[src/rtl/fp32_acc_seq.sv]
// ---------------------------------------------------------------------------
// fp32_acc_seq
//   Sequencer that drives a registered FP32 add/select stage so that the
//   stage register accumulates a running sum of a job of `len` operands.
//   The stage output is fed straight back to its A input, and the incoming
//   operand goes straight to its B input. Only the one-hot control word is
//   decided here, so one operand can be absorbed per cycle even though the
//   stage has one cycle of registered latency.
//
// Ports
//   clk, rst_n          clock / asynchronous active-low reset
//   start, len          job request and operand count, sampled in IDLE only
//   in_valid, in_data   operand stream (accepted on in_valid & in_ready)
//   in_ready            high while the job is collecting operands
//   add_a, add_b        stage A/B inputs (feedback and operand)
//   add_ctrl            stage control, one-hot:
//                         100 pass A (hold), 010 pass B (load),
//                         001 A+B (accumulate), 000 load +0.0
//   add_out             registered stage output
//   res_valid, res_data final-sum handshake (res_data mirrors add_out)
//   res_ready           result consumer ready
//   busy                high whenever the sequencer is not idle
// ---------------------------------------------------------------------------
module fp32_acc_seq #(
    parameter int LEN_W = 8
) (
    input  logic             clk,
    input  logic             rst_n,
    input  logic             start,
    input  logic [LEN_W-1:0] len,
    input  logic             in_valid,
    input  logic [31:0]      in_data,
    output logic             in_ready,
    output logic [31:0]      add_a,
    output logic [31:0]      add_b,
    output logic [2:0]       add_ctrl,
    input  logic [31:0]      add_out,
    output logic             res_valid,
    output logic [31:0]      res_data,
    input  logic             res_ready,
    output logic             busy
);

    typedef enum logic [1:0] {
        S_IDLE  = 2'd0,
        S_FIRST = 2'd1,
        S_ACC   = 2'd2,
        S_DONE  = 2'd3
    } state_t;

    localparam logic [2:0] CTRL_HOLD = 3'b100;
    localparam logic [2:0] CTRL_LOAD = 3'b010;
    localparam logic [2:0] CTRL_ADD  = 3'b001;
    localparam logic [2:0] CTRL_ZERO = 3'b000;

    localparam logic [LEN_W-1:0] CNT_ONE = {{(LEN_W-1){1'b0}}, 1'b1};

    state_t           state_q, state_d;
    logic [LEN_W-1:0] cnt_q,   cnt_d;
    logic             accept;

    // Feedback wiring: the stage always sees its own output on A and the
    // live operand on B; the control word alone selects what it stores.
    assign add_a    = add_out;
    assign add_b    = in_data;
    assign res_data = add_out;
    assign busy     = (state_q != S_IDLE);
    assign accept   = in_valid & in_ready;

    // State register
    always_ff @(posedge clk or negedge rst_n) begin
        if (!rst_n) begin
            state_q <= S_IDLE;
            cnt_q   <= '0;
        end else begin
            state_q <= state_d;
            cnt_q   <= cnt_d;
        end
    end

    // Next-state logic. cnt is only decremented on an accept in FIRST/ACC,
    // where it is at least 1 by construction, so it can never wrap.
    always_comb begin
        state_d = state_q;
        cnt_d   = cnt_q;
        case (state_q)
            S_IDLE: begin
                if (start) begin
                    if (len != '0) begin
                        cnt_d   = len;
                        state_d = S_FIRST;
                    end else begin
                        state_d = S_DONE;
                    end
                end
            end
            S_FIRST, S_ACC: begin
                if (accept) begin
                    cnt_d   = cnt_q - CNT_ONE;
                    state_d = (cnt_q == CNT_ONE) ? S_DONE : S_ACC;
                end
            end
            S_DONE: begin
                if (res_ready) begin
                    state_d = S_IDLE;
                end
            end
            default: begin
                state_d = S_IDLE;
            end
        endcase
    end

    // Output decode
    always_comb begin
        in_ready  = 1'b0;
        res_valid = 1'b0;
        add_ctrl  = CTRL_HOLD;
        case (state_q)
            S_IDLE: begin
                // An empty job still has to present a clean +0.0 result.
                if (start && (len == '0)) begin
                    add_ctrl = CTRL_ZERO;
                end
            end
            S_FIRST: begin
                in_ready = 1'b1;
                // First operand overwrites whatever the stage held before.
                if (in_valid) begin
                    add_ctrl = CTRL_LOAD;
                end
            end
            S_ACC: begin
                in_ready = 1'b1;
                if (in_valid) begin
                    add_ctrl = CTRL_ADD;
                end
            end
            S_DONE: begin
                res_valid = 1'b1;
            end
            default: begin
                add_ctrl = CTRL_HOLD;
            end
        endcase
    end

endmodule

[config.mk]
export PLATFORM = sky130hd
export DESIGN_NAME = fp32_acc_seq
export DESIGN_NICKNAME = d
export VERILOG_FILES = /design/src/rtl/fp32_acc_seq.sv
export SDC_FILE = /design/constraint.sdc
export NUM_CORES = 1
export LEC_CHECK = 0
export CORE_MARGIN = 5
export CORE_UTILIZATION = 30
export CTS_CLUSTER_DIAMETER = 60
export DETAILED_ROUTE_END_ITERATION = 6
export PLACE_DENSITY = 0.88
export REMOVE_ABC_BUFFERS = 1
export SYNTH_ARGS = -nofsm -noshare
export SYNTH_HDL_FRONTEND = slang
export SYNTH_SLANG_ARGS = --single-unit
[constraint.sdc]
create_clock -name clk -period 3.45 [get_ports clk]
set_clock_uncertainty 0.2 [all_clocks]
set_input_delay 0.69 -clock clk [delete_from_list [all_inputs] [get_ports clk]]
set_output_delay 0.69 -clock clk [all_outputs]
set_load 0.05 [all_outputs]
# [Word level (Yosys, flattened, before mapping)]
# Index checks and enable logic that the tools add are counted.
[totals] ff_bits=10 latchBits=0 ram_bits=0 mem_bits_ro=0 inputBits=77 out_inout_bits=102 memories=0
[op_classes] addsub=1 n_mul=0 div=0 magnitude_cmp=0 n_eq_ne=8 n_shift=0 n_mux=16 bitwise_logic=1 reduce_logical=9
[op_table] operator="$mux W8" count=3
[op_table] operator="$pmux W8 S2" count=1
[op_table] operator="$mux W3" count=3
[op_table] operator="$pmux W3 S3" count=1
[op_table] operator="$eq A8 B1 Y1 const B" count=1
[op_table] operator="$logic_not A8 Y1" count=1
[op_table] operator="$mux W2" count=4
[op_table] operator="$reduce_bool A8 Y1" count=1
[op_table] operator="$sub A8 B1 Y8 const B" count=1
[op_table] operator="$ne A2 B2 Y1 const B" count=3
[op_table] operator="$pmux W2 S3" count=1
[op_table] operator="$eq A2 B2 Y1 const B" count=2
[op_table] operator="$reduce_and A4 Y1" count=1
[op_table] operator="$reduce_bool A2 Y1" count=2
[op_table] operator="$mux W1" count=3
[op_table] operator="$reduce_and A3 Y1" count=1
[op_table] operator="$eq A2 B1 Y1 const B" count=1
[op_table] operator="$logic_not A2 Y1" count=1
[op_table] operator="$ne A2 B1 Y1 const B" count=1
[op_table] operator="$reduce_or A2 Y1" count=1
[op_table] operator="$and A1 B1 Y1" count=1
[op_table] operator="$logic_and A1 B1 Y1" count=1

# [Longest topological paths before layout]
[depth] word_depth=6 ltp_mapped=7 ltp_nobuf=6

# [Least setup slack after synthesis]
# No wires, ideal clock.
[synth_path] path_type="input-to-output" start="in len[4]" end="out add_ctrl[2]" arrival_ns=1.911 t_required_ns=2.560 path_slack_ns=0.649 cell_stages=4 cell_sequence="or4_4 > nor2_1 > nand2_1 > a211o_1"
[synth_between] elab_chain_len=4
[synth_rtl] item="start, declared" line_no="30" source="input logic [LEN_W-1:0] len,"
[synth_rtl] item="$logic_not A8 Y1" line_no="122" source="if (start && (len == '0)) begin"
[synth_rtl] item="$logic_and A1 B1 Y1" line_no="122"
[synth_rtl] item="$mux W3" line_no="122"
[synth_rtl] item="$pmux W3 S3" line_no="119" source="case (state_q)"
[synth_rtl] item="end, declared" line_no="36" source="output logic [2:0] add_ctrl,"
# Every way passes these cells.

# [Worst setup path after layout]
# Same ends and word-level chain as after synthesis.

==> impl_metrics.tcl <==
set metrics [dict create \
    outcome "complete, no violations" \
    io_buffers 18 \
    hold_end "cnt_q[5]" \
    cp_num_buf_inv 2 \
    synthDistinctLibCells 41 \
    fin_nets 199 \
    grt_use_total_pct 28.5 \
    syn_inst 189 \
    setup_ws_ps 124 \
    area_growth_pct -26.3 \
    endpoint_kind "output port" \
    fin_crit_ps 3330 \
    netSwitchingFraction_pct 51.9 \
    grt_first_pass_wirelength_mm 11.7 \
    vias_per_cell 5.93 \
    diodes 0 \
    drive_above_1_share_pct 16.7 \
    postRouteAntennaNets 0 \
    power_leakage_nw 0.463 \
    finalSetupViolations 0 \
    final_common_cell "clkdlybuf4s50_1" \
    p_per_area_nw_per_um2 1100 \
    vias 1091 \
    post_cts.repair.setup_buffers 0 \
    drt-pass1-iter-count 5 \
    reg2regPathDepth 7 \
    seq_area_frac_synth_pct 16.1 \
    power_mw 1.26 \
    root_buffer "clkbuf_8" \
    drt_iter0_drc 97 \
    core_area_um2 5070 \
    ys_ff_latch 10 \
    synthesis.area_um2 1560 \
    cts_sinks 10 \
    slowest_stage "or4_4" \
    slew_violations 0 \
    die_y_um 82.1 \
    fp-row-count 26 \
    initial_utilization_pct 30.7 \
    layout_common_cells "clkdlybuf4s50_1 (16), dfrtp_1 (10), inv_1 (9)" \
    tightest_slew_ps 753 \
    startpoint_type "input port" \
    worstPathArrival_ps 2440 \
    synth_ff_type "dfrtp_1" \
    pwr-share-clk_pct 12.1 \
    period_share_pct 96.4 \
    rrSetupSlack_ps 1170 \
    post_cts_resized 0 \
    syn_area_per_cell_um2 8.24 \
    clock_latency_ps 240 \
    holdPathStages 1 \
    slowest_delay_ps 580 \
    grt_pass1_vias 1021 \
    wl_mm 9.88 \
    synthArstFlopShare_pct 100 \
    ir_drop_v 0.000352 \
    timing.rr.start "state_q[1]" \
    slew_headroom_pct 49.3 \
    cts_tree "yes" \
    synth_warnings 0 \
    fmax_ghz 0.301 \
    drc_errors 0 \
    fp.dieW_um 82.1 \
    grt_max_degree 23 \
    dp_slack_ps 135 \
    wl_per_cell_um 53.7 \
    tns_ps 0 \
    hold_viol_final 0 \
    io_pins 179 \
    critPathTopFamily "simple AND/OR/NAND/NOR gates" \
    path_max_fanout 3 \
    path_clk_slew_ps 50 \
    p_sw_uw 653 \
    maxCapViolCount 0 \
    overflow 0 \
    combinationalPowerShare_pct 69.0 \
    cts_buffers 3 \
    hold_path.class "reg2reg" \
    ctsHoldBuffers 0 \
    antenna_found_initial 0 \
    crit_chain "clkdlybuf4s50_1 > or4_4 > nor2_1 > nand2_1 > a211o_1 > buf_4" \
    power.internal_uw 605 \
    critPathKind "in2out" \
    hp-start "cnt_q[5]" \
    dpl.hpwl_mm 8.87 \
    p_seq_share_pct 18.9 \
    rsz0062_at_grt "false" \
    clk_path_buf_depth 2 \
    die_area_um2 6730 \
    finalCoreUtilization_pct 22.6 \
    synth-edff-count 0 \
    required_ps 2560 \
    h-tree-depth 1 \
    gp_congestion 1.01 \
    r2r-end "cnt_q[7]" \
]
[layout make-up]
| cell class | count | area (µm²) |
|---|---|---|
| clock buffers | 4 | 55.1 |
| inverters | 9 | 33.8 |
| multi-input cells | 72 | 538 |
| fillers | 576 | 3930 |
| well taps | 70 | 87.6 |
| flip-flops and latches | 10 | 250 |
| repair buffers | 19 | 183 |
[power by group through the flow]
stage	Clock [mW]	Sequential (mW)	Combinational [mW]
2_1_floorplan	0	0.223	0.647
3_3_place_gp	0	0.234	0.848
3_5_place_dp	0	0.238	0.855
4_1_cts	0.153	0.236	0.860
5_1_grt	0.161	0.246	0.956
6_report	0.152	0.238	0.868
[cells in the mapped netlist, types with 2 or more instances]
library cell | count | share of area (%)
o22ai_1 | 3 | 1.2
nand3_1 | 7 | 2.2
o211ai_2 | 2 | 1.6
dfrtp_1 | 10 | 16
or4_4 | 2 | 1.4
o21ai_0 | 3 | 0.96
ha_1 | 7 | 5.6
o21ai_1 | 2 | 0.64
a21oi_1 | 6 | 1.9
nor2_1 | 7 | 1.7
a22oi_1 | 2 | 0.96
a2bb2oi_1 | 2 | 1.1
buf_4 | 96 | 46
inv_1 | 9 | 2.2
nand2_1 | 5 | 1.2
[layer usage]
metal | track usage (%) | up-vias | wire (µm)
met3 | 37.1 | 46 | 2910
met1 | 17.2 | 468 | 1910
met4 | 24.9 | 2 | 1050
met2 | 40.1 | 182 | 3970
met5 | 6.67 | - | 55
li1 | - | 393 | -
[through the flow]
step | cell area (µm²) | cells | hold slack [ps]
6_report | 1150 | 184 | 354
5_1_grt | 1150 | 184 | 393
4_1_cts | 1150 | 184 | 356
3_5_place_dp | 1090 | 180 | 346
3_3_place_gp | 1090 | 180 | 329
2_1_floorplan | 822 | 91 | 194
[kinds of logic after synthesis]
logic type | Yosys count | share of synthesized area (%)
AO/OA/AOI/OAI | 31 | 16.1
adder cells (fa/ha/maj) | 7 | 5.62
buffers and inverters | 107 | 49.4
flip-flops | 10 | 16.1
multiplexers | 1 | 0.643
AND/OR/NAND/NOR | 33 | 12.1
[flip-flops by register name, indices dropped and copies added, names as in the netlist]
register and flops:
cnt_q 8, state_q 2
[worst max-delay path by stage]
stage / depth (start not counted) / end / start
after floorplan: 4 / add_ctrl[2] / len[4]
after global placement: 6 / add_ctrl[2] / len[4]
after detailed placement: 6 / add_ctrl[2] / len[4]
after CTS: 6 / add_ctrl[2] / len[4]
after global routing: 6 / add_ctrl[2] / len[4]
final: 6 / add_ctrl[2] / len[4]
No activity file was read; power rests on OpenSTA's default activity.
